<file path="config.mk">
export PLATFORM = sky130hd
export DESIGN_NAME = fb_rect_writer_flat
export DESIGN_NICKNAME = d
export VERILOG_FILES = /design/src/rtl/fb_pkg.sv /design/src/rtl/fb_rect_writer_if.sv /design/src/rtl/fb_raster_counter.sv /design/src/rtl/fb_rect_writer.sv /design/src/flat_wrapper.sv
export SDC_FILE = /design/constraint.sdc
export NUM_CORES = 1
export LEC_CHECK = 0
export CAP_MARGIN = 20
export CORE_MARGIN = 1
export CORE_UTILIZATION = 40
export DETAILED_ROUTE_END_ITERATION = 8
export GPL_ROUTABILITY_DRIVEN = 1
export GPL_TIMING_DRIVEN = 1
export PLACE_DENSITY = 0.7
export SYNTH_ARGS = -nofsm -noshare
export SYNTH_HDL_FRONTEND = slang
export SYNTH_SLANG_ARGS = --single-unit
</file>
<file path="constraint.sdc">
create_clock -name clk -period 1.94 [get_ports clk]
set_input_delay 0.291 -clock clk [delete_from_list [all_inputs] [get_ports clk]]
set_output_delay 0.291 -clock clk [all_outputs]
set_load 0.02 [all_outputs]
</file>
<file path="src/rtl/fb_pkg.sv">
// Shared frame buffer definitions: geometry, drawing modes, engine states and
// the {y,x} address packing used by both the drawing engine and the VGA reader.
package fb_pkg;

  localparam int FB_W   = 256;
  localparam int FB_H   = 128;
  localparam int X_W    = 8;
  localparam int Y_W    = 7;
  localparam int ADDR_W = 15;

  typedef enum logic [1:0] {
    MODE_FILL    = 2'b00,
    MODE_CHECKER = 2'b01,
    MODE_INVERT  = 2'b10,
    MODE_RSVD    = 2'b11
  } mode_e;

  typedef enum logic [2:0] {
    ST_IDLE = 3'd0,
    ST_FILL = 3'd1,
    ST_RD   = 3'd2,
    ST_WR   = 3'd3,
    ST_DONE = 3'd4
  } state_e;

  function automatic logic [ADDR_W-1:0] fb_addr_pack(input logic [X_W-1:0] x,
                                                     input logic [Y_W-1:0] y);
    return {y, x};
  endfunction

  // Row coordinate has only 7 bits, so grid bit 7 of y reads as zero.
  function automatic logic checker_bit(input logic [X_W-1:0] x,
                                       input logic [Y_W-1:0] y,
                                       input logic [2:0]     g,
                                       input logic           color);
    logic [X_W-1:0] y_ext;
    y_ext = {1'b0, y};
    return x[g] ^ y_ext[g] ^ color;
  endfunction

endpackage

</file>
<file path="src/rtl/fb_rect_writer_if.sv">
// Rectangle command channel. Transfer happens on the rising clock edge where
// cmd_valid && cmd_ready; the source holds all fields stable until then.
interface fb_rect_writer_if;
  import fb_pkg::*;

  logic           cmd_valid;
  logic           cmd_ready;
  logic [X_W-1:0] cmd_x0;
  logic [X_W-1:0] cmd_x1;
  logic [Y_W-1:0] cmd_y0;
  logic [Y_W-1:0] cmd_y1;
  logic [1:0]     cmd_mode;
  logic           cmd_color;
  logic [2:0]     cmd_grid;

  modport master (
    output cmd_valid, cmd_x0, cmd_x1, cmd_y0, cmd_y1, cmd_mode, cmd_color, cmd_grid,
    input  cmd_ready
  );

  modport slave (
    input  cmd_valid, cmd_x0, cmd_x1, cmd_y0, cmd_y1, cmd_mode, cmd_color, cmd_grid,
    output cmd_ready
  );

endinterface

</file>
<file path="src/rtl/fb_raster_counter.sv">
// Raster walker over an inclusive rectangle, x inner and y outer. Holds at the
// last pixel so a stray step can never leave the rectangle.
module fb_raster_counter
  import fb_pkg::*;
(
  input  logic           clk,
  input  logic           rst_n,
  input  logic           i_load,
  input  logic [X_W-1:0] i_xmin,
  input  logic [X_W-1:0] i_xmax,
  input  logic [Y_W-1:0] i_ymin,
  input  logic [Y_W-1:0] i_ymax,
  input  logic           i_step,
  output logic [X_W-1:0] o_x,
  output logic [Y_W-1:0] o_y,
  output logic           o_last
);

  logic [X_W-1:0] r_x;
  logic [Y_W-1:0] r_y;
  logic [X_W-1:0] r_xmin;
  logic [X_W-1:0] r_xmax;
  logic [Y_W-1:0] r_ymax;
  logic           w_x_end;

  assign w_x_end = (r_x == r_xmax);
  assign o_last  = w_x_end && (r_y == r_ymax);
  assign o_x     = r_x;
  assign o_y     = r_y;

  always_ff @(posedge clk or negedge rst_n) begin
    if (!rst_n) begin
      r_x    <= '0;
      r_y    <= '0;
      r_xmin <= '0;
      r_xmax <= '0;
      r_ymax <= '0;
    end else if (i_load) begin
      r_x    <= i_xmin;
      r_y    <= i_ymin;
      r_xmin <= i_xmin;
      r_xmax <= i_xmax;
      r_ymax <= i_ymax;
    end else if (i_step && !o_last) begin
      // Bounds compared before incrementing: 255/127 never wrap.
      if (w_x_end) begin
        r_x <= r_xmin;
        r_y <= r_y + 7'd1;
      end else begin
        r_x <= r_x + 8'd1;
      end
    end
  end

endmodule

</file>
<file path="src/rtl/fb_rect_writer.sv">
// Rectangle drawing engine on frame buffer port A: FILL, CHECKER and INVERT
// (read then write) over an inclusive rectangle, one-cycle done pulse at the end.
module fb_rect_writer
  import fb_pkg::*;
(
  input  logic              clk,
  input  logic              rst_n,
  fb_rect_writer_if.slave   cmd,
  input  logic              abort,
  output logic [ADDR_W-1:0] fb_addr,
  output logic              fb_din,
  output logic              fb_we,
  input  logic              fb_dout,
  output logic              busy,
  output logic              done,
  output state_e            dbg_state
);

  state_e         r_state;
  state_e         w_next;
  mode_e          r_mode;
  logic           r_color;
  logic [2:0]     r_grid;

  logic           w_accept;
  logic           w_step;
  logic [X_W-1:0] w_xmin;
  logic [X_W-1:0] w_xmax;
  logic [Y_W-1:0] w_ymin;
  logic [Y_W-1:0] w_ymax;
  logic [X_W-1:0] w_x;
  logic [Y_W-1:0] w_y;
  logic           w_last;

  assign w_accept = cmd.cmd_valid && (r_state == ST_IDLE);
  assign w_xmin   = (cmd.cmd_x0 > cmd.cmd_x1) ? cmd.cmd_x1 : cmd.cmd_x0;
  assign w_xmax   = (cmd.cmd_x0 > cmd.cmd_x1) ? cmd.cmd_x0 : cmd.cmd_x1;
  assign w_ymin   = (cmd.cmd_y0 > cmd.cmd_y1) ? cmd.cmd_y1 : cmd.cmd_y0;
  assign w_ymax   = (cmd.cmd_y0 > cmd.cmd_y1) ? cmd.cmd_y0 : cmd.cmd_y1;

  fb_raster_counter u_raster (
    .clk    (clk),
    .rst_n  (rst_n),
    .i_load (w_accept),
    .i_xmin (w_xmin),
    .i_xmax (w_xmax),
    .i_ymin (w_ymin),
    .i_ymax (w_ymax),
    .i_step (w_step),
    .o_x    (w_x),
    .o_y    (w_y),
    .o_last (w_last)
  );

  always_ff @(posedge clk or negedge rst_n) begin
    if (!rst_n) begin
      r_state <= ST_IDLE;
      r_mode  <= MODE_FILL;
      r_color <= 1'b0;
      r_grid  <= 3'd0;
    end else begin
      r_state <= w_next;
      if (w_accept) begin
        r_mode  <= mode_e'(cmd.cmd_mode);
        r_color <= cmd.cmd_color;
        r_grid  <= cmd.cmd_grid;
      end
    end
  end

  // Abort drops straight to IDLE; the write presented this cycle still lands.
  always_comb begin
    w_next = r_state;
    w_step = 1'b0;
    case (r_state)
      ST_IDLE: begin
        if (w_accept) begin
          w_next = (mode_e'(cmd.cmd_mode) == MODE_INVERT) ? ST_RD : ST_FILL;
        end
      end
      ST_FILL: begin
        if (abort) begin
          w_next = ST_IDLE;
        end else begin
          w_step = 1'b1;
          w_next = w_last ? ST_DONE : ST_FILL;
        end
      end
      ST_RD: begin
        w_next = abort ? ST_IDLE : ST_WR;
      end
      ST_WR: begin
        if (abort) begin
          w_next = ST_IDLE;
        end else begin
          w_step = 1'b1;
          w_next = w_last ? ST_DONE : ST_RD;
        end
      end
      ST_DONE: w_next = ST_IDLE;
      default: w_next = ST_IDLE;
    endcase
  end

  // Port A drive depends only on registered state/counters (plus read data in WR).
  always_comb begin
    fb_addr = '0;
    fb_din  = 1'b0;
    fb_we   = 1'b0;
    case (r_state)
      ST_FILL: begin
        fb_we   = 1'b1;
        fb_addr = fb_addr_pack(w_x, w_y);
        fb_din  = (r_mode == MODE_CHECKER) ? checker_bit(w_x, w_y, r_grid, r_color)
                                           : r_color;
      end
      ST_RD: begin
        fb_addr = fb_addr_pack(w_x, w_y);
      end
      ST_WR: begin
        fb_we   = 1'b1;
        fb_addr = fb_addr_pack(w_x, w_y);
        fb_din  = ~fb_dout;
      end
      default: begin
        fb_addr = '0;
      end
    endcase
  end

  assign cmd.cmd_ready = (r_state == ST_IDLE);
  assign busy          = (r_state != ST_IDLE);
  assign done          = (r_state == ST_DONE);
  assign dbg_state     = r_state;

endmodule
</file>
<file path="src/flat_wrapper.sv">
// flat-port wrapper written by rule: the top's interface ports become plain ports
module fb_rect_writer_flat import fb_pkg::*;
  (clk, rst_n, abort, fb_addr, fb_din, fb_we, fb_dout, busy, done, dbg_state, cmd_cmd_valid, cmd_cmd_x0, cmd_cmd_x1, cmd_cmd_y0, cmd_cmd_y1, cmd_cmd_mode, cmd_cmd_color, cmd_cmd_grid, cmd_cmd_ready);
  fb_rect_writer_if cmd_i ();
  input  logic clk;
  input  logic rst_n;
  input  logic abort;
  output logic [ADDR_W-1:0] fb_addr;
  output logic fb_din;
  output logic fb_we;
  input  logic fb_dout;
  output logic busy;
  output logic done;
  output state_e dbg_state;
  input wire logic [$bits(cmd_i.cmd_valid)-1:0] cmd_cmd_valid;
  input wire logic [$bits(cmd_i.cmd_x0)-1:0] cmd_cmd_x0;
  input wire logic [$bits(cmd_i.cmd_x1)-1:0] cmd_cmd_x1;
  input wire logic [$bits(cmd_i.cmd_y0)-1:0] cmd_cmd_y0;
  input wire logic [$bits(cmd_i.cmd_y1)-1:0] cmd_cmd_y1;
  input wire logic [$bits(cmd_i.cmd_mode)-1:0] cmd_cmd_mode;
  input wire logic [$bits(cmd_i.cmd_color)-1:0] cmd_cmd_color;
  input wire logic [$bits(cmd_i.cmd_grid)-1:0] cmd_cmd_grid;
  output wire logic [$bits(cmd_i.cmd_ready)-1:0] cmd_cmd_ready;
  assign cmd_i.cmd_valid = cmd_cmd_valid;
  assign cmd_i.cmd_x0 = cmd_cmd_x0;
  assign cmd_i.cmd_x1 = cmd_cmd_x1;
  assign cmd_i.cmd_y0 = cmd_cmd_y0;
  assign cmd_i.cmd_y1 = cmd_cmd_y1;
  assign cmd_i.cmd_mode = cmd_cmd_mode;
  assign cmd_i.cmd_color = cmd_cmd_color;
  assign cmd_i.cmd_grid = cmd_cmd_grid;
  assign cmd_cmd_ready = cmd_i.cmd_ready;
  fb_rect_writer u_core (.clk(clk), .rst_n(rst_n), .cmd(cmd_i), .abort(abort), .fb_addr(fb_addr), .fb_din(fb_din), .fb_we(fb_we), .fb_dout(fb_dout), .busy(busy), .done(done), .dbg_state(dbg_state));
endmodule
</file>
Yosys cells after proc, flatten, opt, wreduce, memory -nomap -nowiden:

Index checks and enable logic that the tools add are counted.

* register bits: 47
* logic and storage cells: 65

* add/sub/neg operators: 2
* $lt $le $gt $ge: 3
* eq/ne operators: 9
* muxes and demuxes: 28
* bitwise logic cells: 3
* reduce and logical (&&, ||, !) cells: 11

Operators with widths (count)
* $mux 8: 5
* $mux 7: 5
* $mux 15: 1
* $mux 3: 5
* $pmux 3 s4: 1
* $add 8x1->8 const B: 1
* $eq 8x8->1: 1
* $gt 8x8->1: 1
* $add 7x1->7 const B: 1
* $eq 7x7->1: 1
* $gt 7x7->1: 1
* $bmux 1 s3: 2
* $eq 3x2->1 const B: 2
* $mux 1: 6
* $lt 3x4->1 const B: 1
* $mux 2: 2
* $reduce_bool 2->1: 2
* $eq 3x1->1 const B: 1
* $eq 3x3->1 const B: 1
* $logic_and 1x1->1: 3
* $logic_not 3->1: 1
* $reduce_bool 3->1: 1
* $reduce_or 3->1: 1
* $eq 2x1->1 const B: 1
* 8 further kinds: 9

Depth between registers and ports, before layout:

Gate-level depths: netlist (run 1).

* word-level depth: 6
* depth in mapped cells: 9

By module:

From an unflattened synthesis (run 1), not the netlist that was laid out.

* cell total of the unflattened synthesis: 348
* area total of the unflattened synthesis: 3425.8 um^2

By module, submodules not included
* fb_raster_counter: times used 1, cells an instance 191, area an instance 2038.2 um^2, seq. area each 950.9 um^2
* fb_rect_writer: times used 1, cells an instance 157, area an instance 1387.6 um^2, seq. area each 225.2 um^2

Least setup slack after synthesis (run 1):

Ideal clock, no wire load.

* path type: register to register
* start: reg u_core.r_state[2] (netlist: u_core.dbg_state[2])
* end: reg u_core.u_raster.r_y[6] (netlist: u_core.u_raster.o_y[6])
* setup time: 0.077 ns
* arrival: 2.193 ns
* required time: 1.863 ns
* setup slack: -0.330 ns
* cell stages (with the launch flop): 8
* path buffers: 1
* cells stage by stage: dfrtp_1 -> clkbuf_1 -> nor2b_1 -> and2b_1 -> nand3_4 -> nor4_1 -> mux2_2 -> o21ai_1

* word-level cells in the longest chain between the ends: 6
* elaborated cells between the ends (all ways): 11
* classes of those cells: 2 x eq/ne; 2 x mux; 7 x reduce/logical

Ends and longest elaborated chain
* start: declaration: RTL line fb_rect_writer.sv:19 `state_e r_state;`
* start signal: assignment: RTL line fb_rect_writer.sv:62 `r_state <= w_next;`
* $eq 3x1->1 or $eq 3x2->1 (tied branches): RTL line fb_rect_writer.sv:75 `case (r_state)`
* $reduce_or 2->1 (no line)
* $mux 1
* $logic_and 1x1->1: RTL line fb_raster_counter.sv:44 `end else if (i_step && !o_last) begin`
* $reduce_bool 2->1 (no line)
* $reduce_and 2->1 (no line)
* end signal: assignment: RTL line fb_raster_counter.sv:40 `r_y <= i_ymin;`
* end signal: assignment: RTL line fb_raster_counter.sv:48 `r_y <= r_y + 7'd1;`
* end: declaration: RTL line fb_raster_counter.sv:20 `logic [Y_W-1:0] r_y;`

Parallel ways exist; a longest one is shown, timed or not.
A chain may end at the register's enable or synchronous reset.

Worst setup path after layout (run 1):

* start: reg u_core.r_grid[0]
* end: out fb_din

* word-level cells in the longest chain between the ends: 6
* elaborated cells between the ends (all ways): 8
* classes of those cells: 6 x mux; 2 x bitwise

Ends and longest elaborated chain
* start: declaration: RTL line fb_rect_writer.sv:23 `logic [2:0] r_grid;`
* start signal: assignment: RTL line fb_rect_writer.sv:66 `r_grid <= cmd.cmd_grid;`
* $bmux 1 s3: RTL line fb_pkg.sv:38 `return x[g] ^ y_ext[g] ^ color;`
* $mux 1 (not written as such): RTL line fb_pkg.sv:38
* $xor 1x1->1 * (2 in a row): RTL line fb_pkg.sv:38
* $mux 1 *: RTL line fb_rect_writer.sv:114 `fb_din = (r_mode == MODE_CHECKER) ? checker_bit(w_x, w_y, r_grid, r_color)`
* $pmux 1 s2 *: RTL line fb_rect_writer.sv:110 `case (r_state)`
* end: declaration: RTL line flat_wrapper.sv:9 `output logic fb_din;`

Mark *: on every way between the ends. The rest lies on a longest branch, timed or not. The select of a mux whose other input is x is not followed.

==> impl_metrics.ini, run 1 <==
[synthesis]
syn-cell-area_sq_um = 3510
yosysSeqAreaShare = 0.335
synthArstFlopShare = 1.00
synth_compound_area_frac = 0.159
synthMuxAreaShare = 0.103
synth_top_family_by_area = simple AND/OR/NAND/NOR gates
synth.distinct_cells = 56
synthXorXnorAreaFrac = 0.0524
ys_warn_count = 0
syn_nets = 456
synthSimpleGateAreaFrac = 0.228
syn_inst = 398
synth_edf_count = 0
ys.flop_type = dfrtp_1
synth.avg_cell_area_sq_um = 8.81
synth-adder-area-share = 0.0606
synth_seq_cells = 47

[cts]
cts-root-buf = clkbuf_8
htree_levels = 2
clk_pin_slew_ps = 90
tritoncts = yes
clk_latency_ps = 300
clkSinkCount = 47
cts_buffer_depth = 2
cts_buffers = 5

[layout]
instances_no_fill = 664
antennaDiodeCount = 0
drive_above_1_share = 0.379
finish.net_count = 616
areaGrowthSynthToFinish_pct = 62.6
n_fill_cell = 623
final_area_sq_um = 5700

[power_and_ir_drop]
intPower_w = 0.00446
power_frac_clock = 0.109
seq_power_share = 0.235
combPwrFrac = 0.655
swShare = 0.439
pwr_density_cell_nw_per_um2 = 1390
total_power_w = 0.00795
ir_drop_uv = 622
power_switching_w = 0.00349
p_leak_nw = 2.62

[global_route]
grt-ovfl-total = 0
track_usage = 0.239
grt_pass1_vias = 3609
antenna_found_initial = 0
grt_pass1_wl_um = 17000
grt_max_degree = 48

[detailed_routing]
drt-initial-drc-count = 257
vias = 3670
wl_per_cell_um = 16.9
drc_errors = 0
vias_per_cell = 5.53
routed_wl_um = 11200
antenna_left = 0
dr.pass1.iters = 4

[critical_path]
reg2reg_depth = 9
cp_num_buf_inv = 1
critPathRequiredTime_ps = 1650
cp-end-kind = output pin
crit_end = fb_din
critical-path-max-stage-delay_ps = 530
slowest_stage = mux4_2
arrival_ps = 2210
critPathKind = reg -> out
r2r_slack_ps = -310
timing.rr.start = u_core.u_raster.o_x[6]
cp-start-kind = flip-flop
cp_num_cells = 7
crit_family = compound AO/OA/AOI/OAI gates
cp-startpoint = u_core.r_grid[0]
crit_chain = mux4_2 -> and2_4 -> o311a_1 -> nand3_2 -> xnor2_2 -> o211a_1 -> buf_6
crit_fanout = 3
reg2reg_to = u_core.u_raster.o_y[4]

[sta]
holdWs_ps = 413
rsz0062_at_grt = true
slew_headroom = 0.674
period_needed_ps = 2500
maxSlewViolCount = 0
fmax_ghz = 0.400
worst_slew_pin_slew_ps = 489
finalCritPeriodShare = 1.29
setup_slack_ps = -562
finClkSkew_ps = 8.84
hold_violations = 0
finalSetupViolCount = 18
tns_ps = -3880

[placed_design]
numPortBuffers = 63
dpl_cell_area_sq_um = 4850
gp_congestion = 0.849
dp.cells = 627
dp_hpwl_um = 7320

[floorplan]
dieArea_sq_um = 9150
die_x_um = 95.6
ioPinCount = 64
fp-row-count = 33
initial_core_util = 0.420
coreArea_sq_um = 8340
die_h_um = 95.6

[min_path]
hold_path_class = in -> reg

[run]
cap_violations = 0

[run_status]
violations = setup timing
outcome = finished with violations
==> worst reg2reg max path, cell delays in order (launching register included) <==
cell and delay (ps):
dfrtp_1 410, buf_6 150, xor2_4 190, nor4_4 400, nand3_4 160, buf_4 180
buf_6 120, o31a_1 290, nor3_2 160, a31oi_1 70
==> sequential cells by signal, summed over array words and instances, names as in the netlist <==
signal / count
u_core.u_raster.o_x: 8
u_core.r_mode: 2
u_core.r_grid: 3
u_core.dbg_state: 3
u_core.u_raster.r_xmax: 8
u_core.u_raster.r_xmin: 8
u_core.u_raster.r_ymax: 7
u_core.r_color: 1
u_core.u_raster.o_y: 7
==> how the worst min path moves through the flow <==
stage | cells past startpoint | slack, ps | start | to
after floorplan | 0 | -5 | rst_n | u_core.dbg_state[0]
after global placement | 1 | 270 | rst_n | u_core.u_raster.r_xmax[7]
after detailed placement | 1 | 280 | rst_n | u_core.u_raster.r_xmax[7]
after CTS | 3 | 460 | cmd_cmd_x1[7] | u_core.u_raster.r_xmax[7]
after global routing | 4 | 440 | cmd_cmd_y1[6] | u_core.u_raster.r_ymax[6]
final | 4 | 410 | cmd_cmd_y1[6] | u_core.u_raster.r_ymax[6]
==> cell families (layout without fill, tap and decap cells) <==
kind of cell,after synthesis,count (layout)
buffers and inverters,48,209
adders and majority gates,17,17
AOI/OAI and AO/OA,86,86
DFF,47,47
and+or+nand+nor,146,146
muxes,33,33
xor gates and xnor gates,21,21
==> final cells by class <==
cell class                      instances  area (sq um)  area share
Inverter                               23          86.3      0.0151
Clock inverter                          3          67.6      0.0118
Multi-Input combinational cell        303          2560       0.449
Timing Repair Buffer                  178          1610       0.282
Clock buffer                            5          68.8      0.0121
Sequential cell                        47          1180       0.206
Tap cell                              105           131      0.0230
==> per-layer routing <==
| layer | up-vias | GRT usage | share of wire |
|---|---|---|---|
| met5 | - | 0 | 0 |
| met4 | 0 | 0.0933 | 0.029 |
| met3 | 36 | 0.0311 | 0.056 |
| met2 | 139 | 0.413 | 0.51 |
| met1 | 1759 | 0.303 | 0.41 |
| li1 | 1736 | - | - |
==> power by group through the flow <==
stage	Combinational, W	Sequential (W)	Clock, W
6_report	0.00521	0.00187	0.000869
5_1_grt	0.00558	0.00191	0.000911
4_1_cts	0.00462	0.00179	0.000872
3_5_place_dp	0.00440	0.00180	0
3_3_place_gp	0.00430	0.00177	0
2_1_floorplan	0.00266	0.00184	0
==> cells in the final DEF, fill, tap and decap left out, types with 17 or more instances in the layout <==
cell             netlist  final
mux2i_1               26     20
nand2_1               39     39
inv_1                 23     18
dlygate4sd2_1          0     21
nor2_1                21     18
buf_4                  3     81
buf_6                  2     31
nand3_1               18     17
clkdlybuf4s50_1        0     22
dfrtp_1               47     46
==> what timing repair did <==
item	4_1_cts	5_1_grt
hold endpoints to repair	19	0
setup buffers	9	22
setup endpoints to repair	59	53
cloned	1	0
hold buffers	1	0
pin swaps	27	31
gates resized for setup	105	75
==> Yosys cell counts, drive strengths merged, types with 3 or more instances <==
cell type	count	area share
nand2	40	0.044
o211ai	6	0.013
mux2i	26	0.074
nor2b	6	0.011
o21a	3	0.0064
o21ai	24	0.034
xnor2	10	0.025
a21oi	20	0.033
xor2	11	0.027
nor3	10	0.014
nor4	8	0.027
nand3	19	0.031
mux2	5	0.016
ha	17	0.061
clkbuf	15	0.016
a21o	4	0.0086
inv	23	0.025
and2	18	0.033
buf	10	0.020
nor2	21	0.022
nand4	11	0.020
a31oi	9	0.016
dfrtp	47	0.34
==> metrics by stage <==
stage,utilization,setup WS [ps]
5_1_grt,0.684,-647
6_report,0.684,-562
3_3_place_gp,0.582,-708
2_1_floorplan,-,-204
3_5_place_dp,0.582,-719
4_1_cts,0.638,-585
Power figures use the tool's default switching activity.
==> run 2: changes to the inputs <==
--- a/config.mk
+++ b/config.mk
@@ -11,6 +11,7 @@
 export DETAILED_ROUTE_END_ITERATION = 8
 export GPL_ROUTABILITY_DRIVEN = 1
 export GPL_TIMING_DRIVEN = 1
+export HOLD_SLACK_MARGIN = 0.15
 export PLACE_DENSITY = 0.7
 export SYNTH_ARGS = -nofsm -noshare
 export SYNTH_HDL_FRONTEND = slang
==> constraint.sdc (replaced) <==
create_clock -name clk -period 1.94 [get_ports clk]
set_input_delay 0.291 -clock clk [delete_from_list [all_inputs] [get_ports clk]]
set_output_delay 0.291 -clock clk [all_outputs]
set_load 0.1 [all_outputs]
==> impl_metrics.ini, run 2 (same netlist as run 1, synthesis figures left out) <==
[run_status]
outcome = finished with violations
violations = setup timing

[critical_path]
arrival_ps = 2380
critPathRequiredTime_ps = 1650
cp-end-kind = output pin
cp-start-kind = flip-flop
critPathKind = reg -> out
crit_fanout = 3
r2r_slack_ps = -260

[cts]
clk_pin_slew_ps = 100
cts_buffer_depth = 2
cts_buffers = 5
htree_levels = 2
clkSinkCount = 47
tritoncts = yes
clk_latency_ps = 310
cts-root-buf = clkbuf_8

[sta]
hold_violations = 0
finalSetupViolCount = 18
maxSlewViolCount = 0
fmax_ghz = 0.374
rsz0062_at_grt = true
worst_slew_pin_slew_ps = 458
tns_ps = -3430
setup_slack_ps = -734
finClkSkew_ps = 13.9
finalCritPeriodShare = 1.38
slew_headroom = 0.692
period_needed_ps = 2670

[power_and_ir_drop]
pwr_density_cell_nw_per_um2 = 1780
swShare = 0.509
intPower_w = 0.00526
seq_power_share = 0.181
combPwrFrac = 0.760
p_leak_nw = 2.68
ir_drop_uv = 966
power_frac_clock = 0.059
power_switching_w = 0.00545

[detailed_routing]
dr.pass1.iters = 5
vias_per_cell = 5.71
vias = 3825
routed_wl_um = 12000
wl_per_cell_um = 17.9
drc_errors = 0
drt-initial-drc-count = 326
antenna_left = 0

[layout]
drive_above_1_share = 0.442
antennaDiodeCount = 0
layout_commonest_cell = buf_4
finish.net_count = 622
final_cell_mix = buf_4, dfrtp_1, nand2_1
final_area_sq_um = 6030
areaGrowthSynthToFinish_pct = 71.9

[floorplan]
initial_core_util = 0.420
die_h_um = 95.6
ioPinCount = 64
coreArea_sq_um = 8340
dieArea_sq_um = 9150
fp-row-count = 33
die_x_um = 95.6

[run]
cap_violations = 0

[placed_design]
dpl_cell_area_sq_um = 5240
gp_congestion = 0.856
dp_hpwl_um = 7690
numPortBuffers = 63

[global_route]
antenna_found_initial = 0
track_usage = 0.263
grt_pass1_vias = 3782
grt_pass1_wl_um = 18400
grt_max_degree = 42
grt-ovfl-total = 0

[min_path]
hold_path_class = in -> reg
run 2: per-layer routing:
layer  GRT usage  vias to the layer above  wire [um]
li1            -                     1753          -
met1       0.320                     1831       4580
met2       0.449                      186       6170
met3      0.0399                       55        712
met4       0.133                        0        526
met5           0                        -          0
run 2: area by class of cell:
type | count | area, sq um
Multi-Input combinational cell | 305 | 2620
Fill cell | 565 | 2310
Timing Repair Buffer | 182 | 1910
Sequential cell | 47 | 1190
Tap cell | 105 | 131
Inverter | 23 | 90.1
Clock buffer | 5 | 68.8
Clock inverter | 3 | 22.5
run 2: repair_timing:
action	4_1_cts	5_1_grt
setup endpoints to repair	54	45
gates cloned	4	1
setup buffers	19	9
resized for setup	71	43
hold endpoints to repair	15	0
hold buffers	1	0
pin swaps	29	22
run 2: critical path: stages (launching register included):
cell	delay, ps
dfrtp_1	430
mux4_2	540
and2_4	160
o311a_1	330
nand3_2	80
xnor2_2	120
o211a_1	220
buf_12	180
run 2: power by group through the flow:
stage	combinational [W]	clock, W	sequential [W]
global route	0.00856	0.000684	0.00198
detailed placement	0.00702	0	0.00190
global placement	0.00690	0	0.00187
finish	0.00814	0.000635	0.00194
floorplan	0.00449	0	0.00199
CTS	0.00761	0.000632	0.00188
run 2: path summary, 6_finish.rpt:
path | from | endpoint | depth (start not counted)
min | cmd_cmd_x1[7] | u_core.u_raster.r_xmax[7] | 3
max reg2reg | u_core.u_raster.o_x[7] | u_core.u_raster.o_y[2] | 9
max in group asynchronous | rst_n | u_core.u_raster.o_y[4] | 3
min in group asynchronous | rst_n | u_core.u_raster.r_xmax[4] | 2
min reg2reg | u_core.r_mode[0] | u_core.r_mode[0] | 2
max | u_core.r_grid[0] | fb_din | 7
run 2: through the flow:
stage / util / setup slack [ps] / hold slack, ps / power (W) / std cells
CTS: 0.690 / -720 / 437 / 0.0101 / 660
finish: 0.723 / -734 / 433 / 0.0107 / 670
floorplan: - / -864 / -4.59 / 0.00648 / 398
detailed placement: 0.628 / -564 / 244 / 0.00893 / 629
global placement: 0.628 / -518 / 241 / 0.00877 / 629
global route: 0.723 / -837 / 454 / 0.0112 / 670
==> run 3: changes to the inputs <==
--- a/config.mk
+++ b/config.mk
@@ -13,6 +13,7 @@
 export GPL_TIMING_DRIVEN = 1
 export HOLD_SLACK_MARGIN = 0.15
 export PLACE_DENSITY = 0.7
+export RECOVER_POWER = 100
 export SYNTH_ARGS = -nofsm -noshare
 export SYNTH_HDL_FRONTEND = slang
 export SYNTH_SLANG_ARGS = --single-unit
==> impl_metrics.ini, run 3 (same netlist as run 1, synthesis figures left out) <==
[run_status]
outcome = finished with violations
violations = setup timing

[critical_path]
cp-start-kind = flip-flop
crit_fanout = 3
critPathRequiredTime_ps = 1650
cp-end-kind = output pin
arrival_ps = 2370
critPathKind = reg -> out

[cts]
cts_buffers = 5
cts_buffer_depth = 2
cts-root-buf = clkbuf_8
clk_latency_ps = 310
htree_levels = 2
tritoncts = yes
clk_pin_slew_ps = 100
clkSinkCount = 47

[power_and_ir_drop]
pwr_density_cell_nw_per_um2 = 1770
ir_drop_uv = 948
p_leak_nw = 2.64
total_power_w = 0.0104

[layout]
antennaDiodeCount = 0
drive_above_1_share = 0.435
layout_commonest_cell = buf_4
areaGrowthSynthToFinish_pct = 68.1
finish.net_count = 622
final_area_sq_um = 5900
final_cell_mix = buf_4, dfrtp_1, nand2_1

[placed_design]
gp_congestion = 0.856
dpl_cell_area_sq_um = 5240
numPortBuffers = 63
dp_hpwl_um = 7690

[sta]
hold_violations = 0
slew_headroom = 0.393
finClkSkew_ps = 13.5
holdWs_ps = 432
period_needed_ps = 2670
worst_slew_pin_slew_ps = 910
fmax_ghz = 0.375
setup_slack_ps = -726
finalSetupViolCount = 41
maxSlewViolCount = 0
finalCritPeriodShare = 1.37
rsz0062_at_grt = true

[global_route]
grt_pass1_vias = 3782
antenna_found_initial = 0
grt_pass1_wl_um = 18400
grt-ovfl-total = 0
track_usage = 0.263
grt_max_degree = 42

[detailed_routing]
routed_wl_um = 12100
vias = 3807
vias_per_cell = 5.68
drt-initial-drc-count = 297
wl_per_cell_um = 18.0
dr.pass1.iters = 5
antenna_left = 0
drc_errors = 0

[min_path]
hold_path_class = in -> reg

[floorplan]
fp-row-count = 33
dieArea_sq_um = 9150
ioPinCount = 64
initial_core_util = 0.420
coreArea_sq_um = 8340
die_x_um = 95.6
die_h_um = 95.6

[run]
cap_violations = 0
==> run 3: cell count changes in the layout (fill, tap and decap cells not counted), moves of 2 or more <==
cell      change
buf_12        -7
clkbuf_1      +2
clkbuf_4      +2
buf_4         +2
==> run 3: worst paths after layout <==
path	startpoint	to	slack [ps]	cells past startpoint
worst max-delay path	u_core.r_grid[0]	fb_din	-730	7
worst min-delay path	cmd_cmd_x1[7]	u_core.u_raster.r_xmax[7]	430	3
worst max register to register	u_core.u_raster.o_x[3]	u_core.u_raster.o_y[2]	-480	9
worst min register to register	u_core.r_mode[0]	u_core.r_mode[0]	510	2
max in group asynchronous	rst_n	u_core.u_raster.o_y[4]	220	3
min in group asynchronous	rst_n	u_core.u_raster.r_xmax[4]	630	2
==> run 3: layer usage <==
layer | vias up | GRT usage | wire length, um | share of wire
met4 | 0 | 0.133 | 516 | 0.043
li1 | 1751 | - | - | -
met2 | 176 | 0.449 | 6200 | 0.51
met1 | 1829 | 0.320 | 4660 | 0.39
met3 | 51 | 0.0399 | 693 | 0.057
met5 | - | 0 | 0 | 0
==> run 3: worst max-delay path: stages, from the launching register on <==
cell	delay, ps
dfrtp_1	430
mux4_2	540
and2_4	160
o311a_1	330
nand3_2	80
xnor2_2	120
o211a_1	220
buf_12	180
==> run 3: power by group <==
| group | total (W) | switching [W] | leakage (nW) | internal (W) |
|---|---|---|---|---|
| Clock | 0.000638 | 0.000376 | 0.0489 | 0.000262 |
| Combinational | 0.00788 | 0.00454 | 2.04 | 0.00334 |
| Sequential | 0.00193 | 0.000459 | 0.554 | 0.00147 |
==> run 3: per-stage QoR <==
stage          setup slack [ps]  std cells  utilization  TNS [ps]
3_5_place_dp               -564        629        0.628    -18310
5_1_grt                    -837        670        0.707    -12640
3_3_place_gp               -518        629        0.628    -15660
6_report                   -726        670        0.707     -8150
4_1_cts                    -720        660        0.690     -2870
2_1_floorplan              -864        398            -    -28530
==> run 3: repair_timing <==
item	in CTS	in global routing
gates resized for setup	71	43
hold endpoints to repair	15	0
endpoints found under the setup margin	54	45
gates cloned	4	1
buffers inserted	19	9
hold buffers	1	0
pin swaps	29	22
==> run 3: final cells by class <==
cell class	instances	area (sq um)
Clock buffer	5	68.8
Clock inverter	3	22.5
Fill cell	584	2440
Inverter	23	90.1
Multi-Input combinational cell	305	2590
Sequential cell	47	1190
Tap cell	105	131
Timing Repair Buffer	182	1810
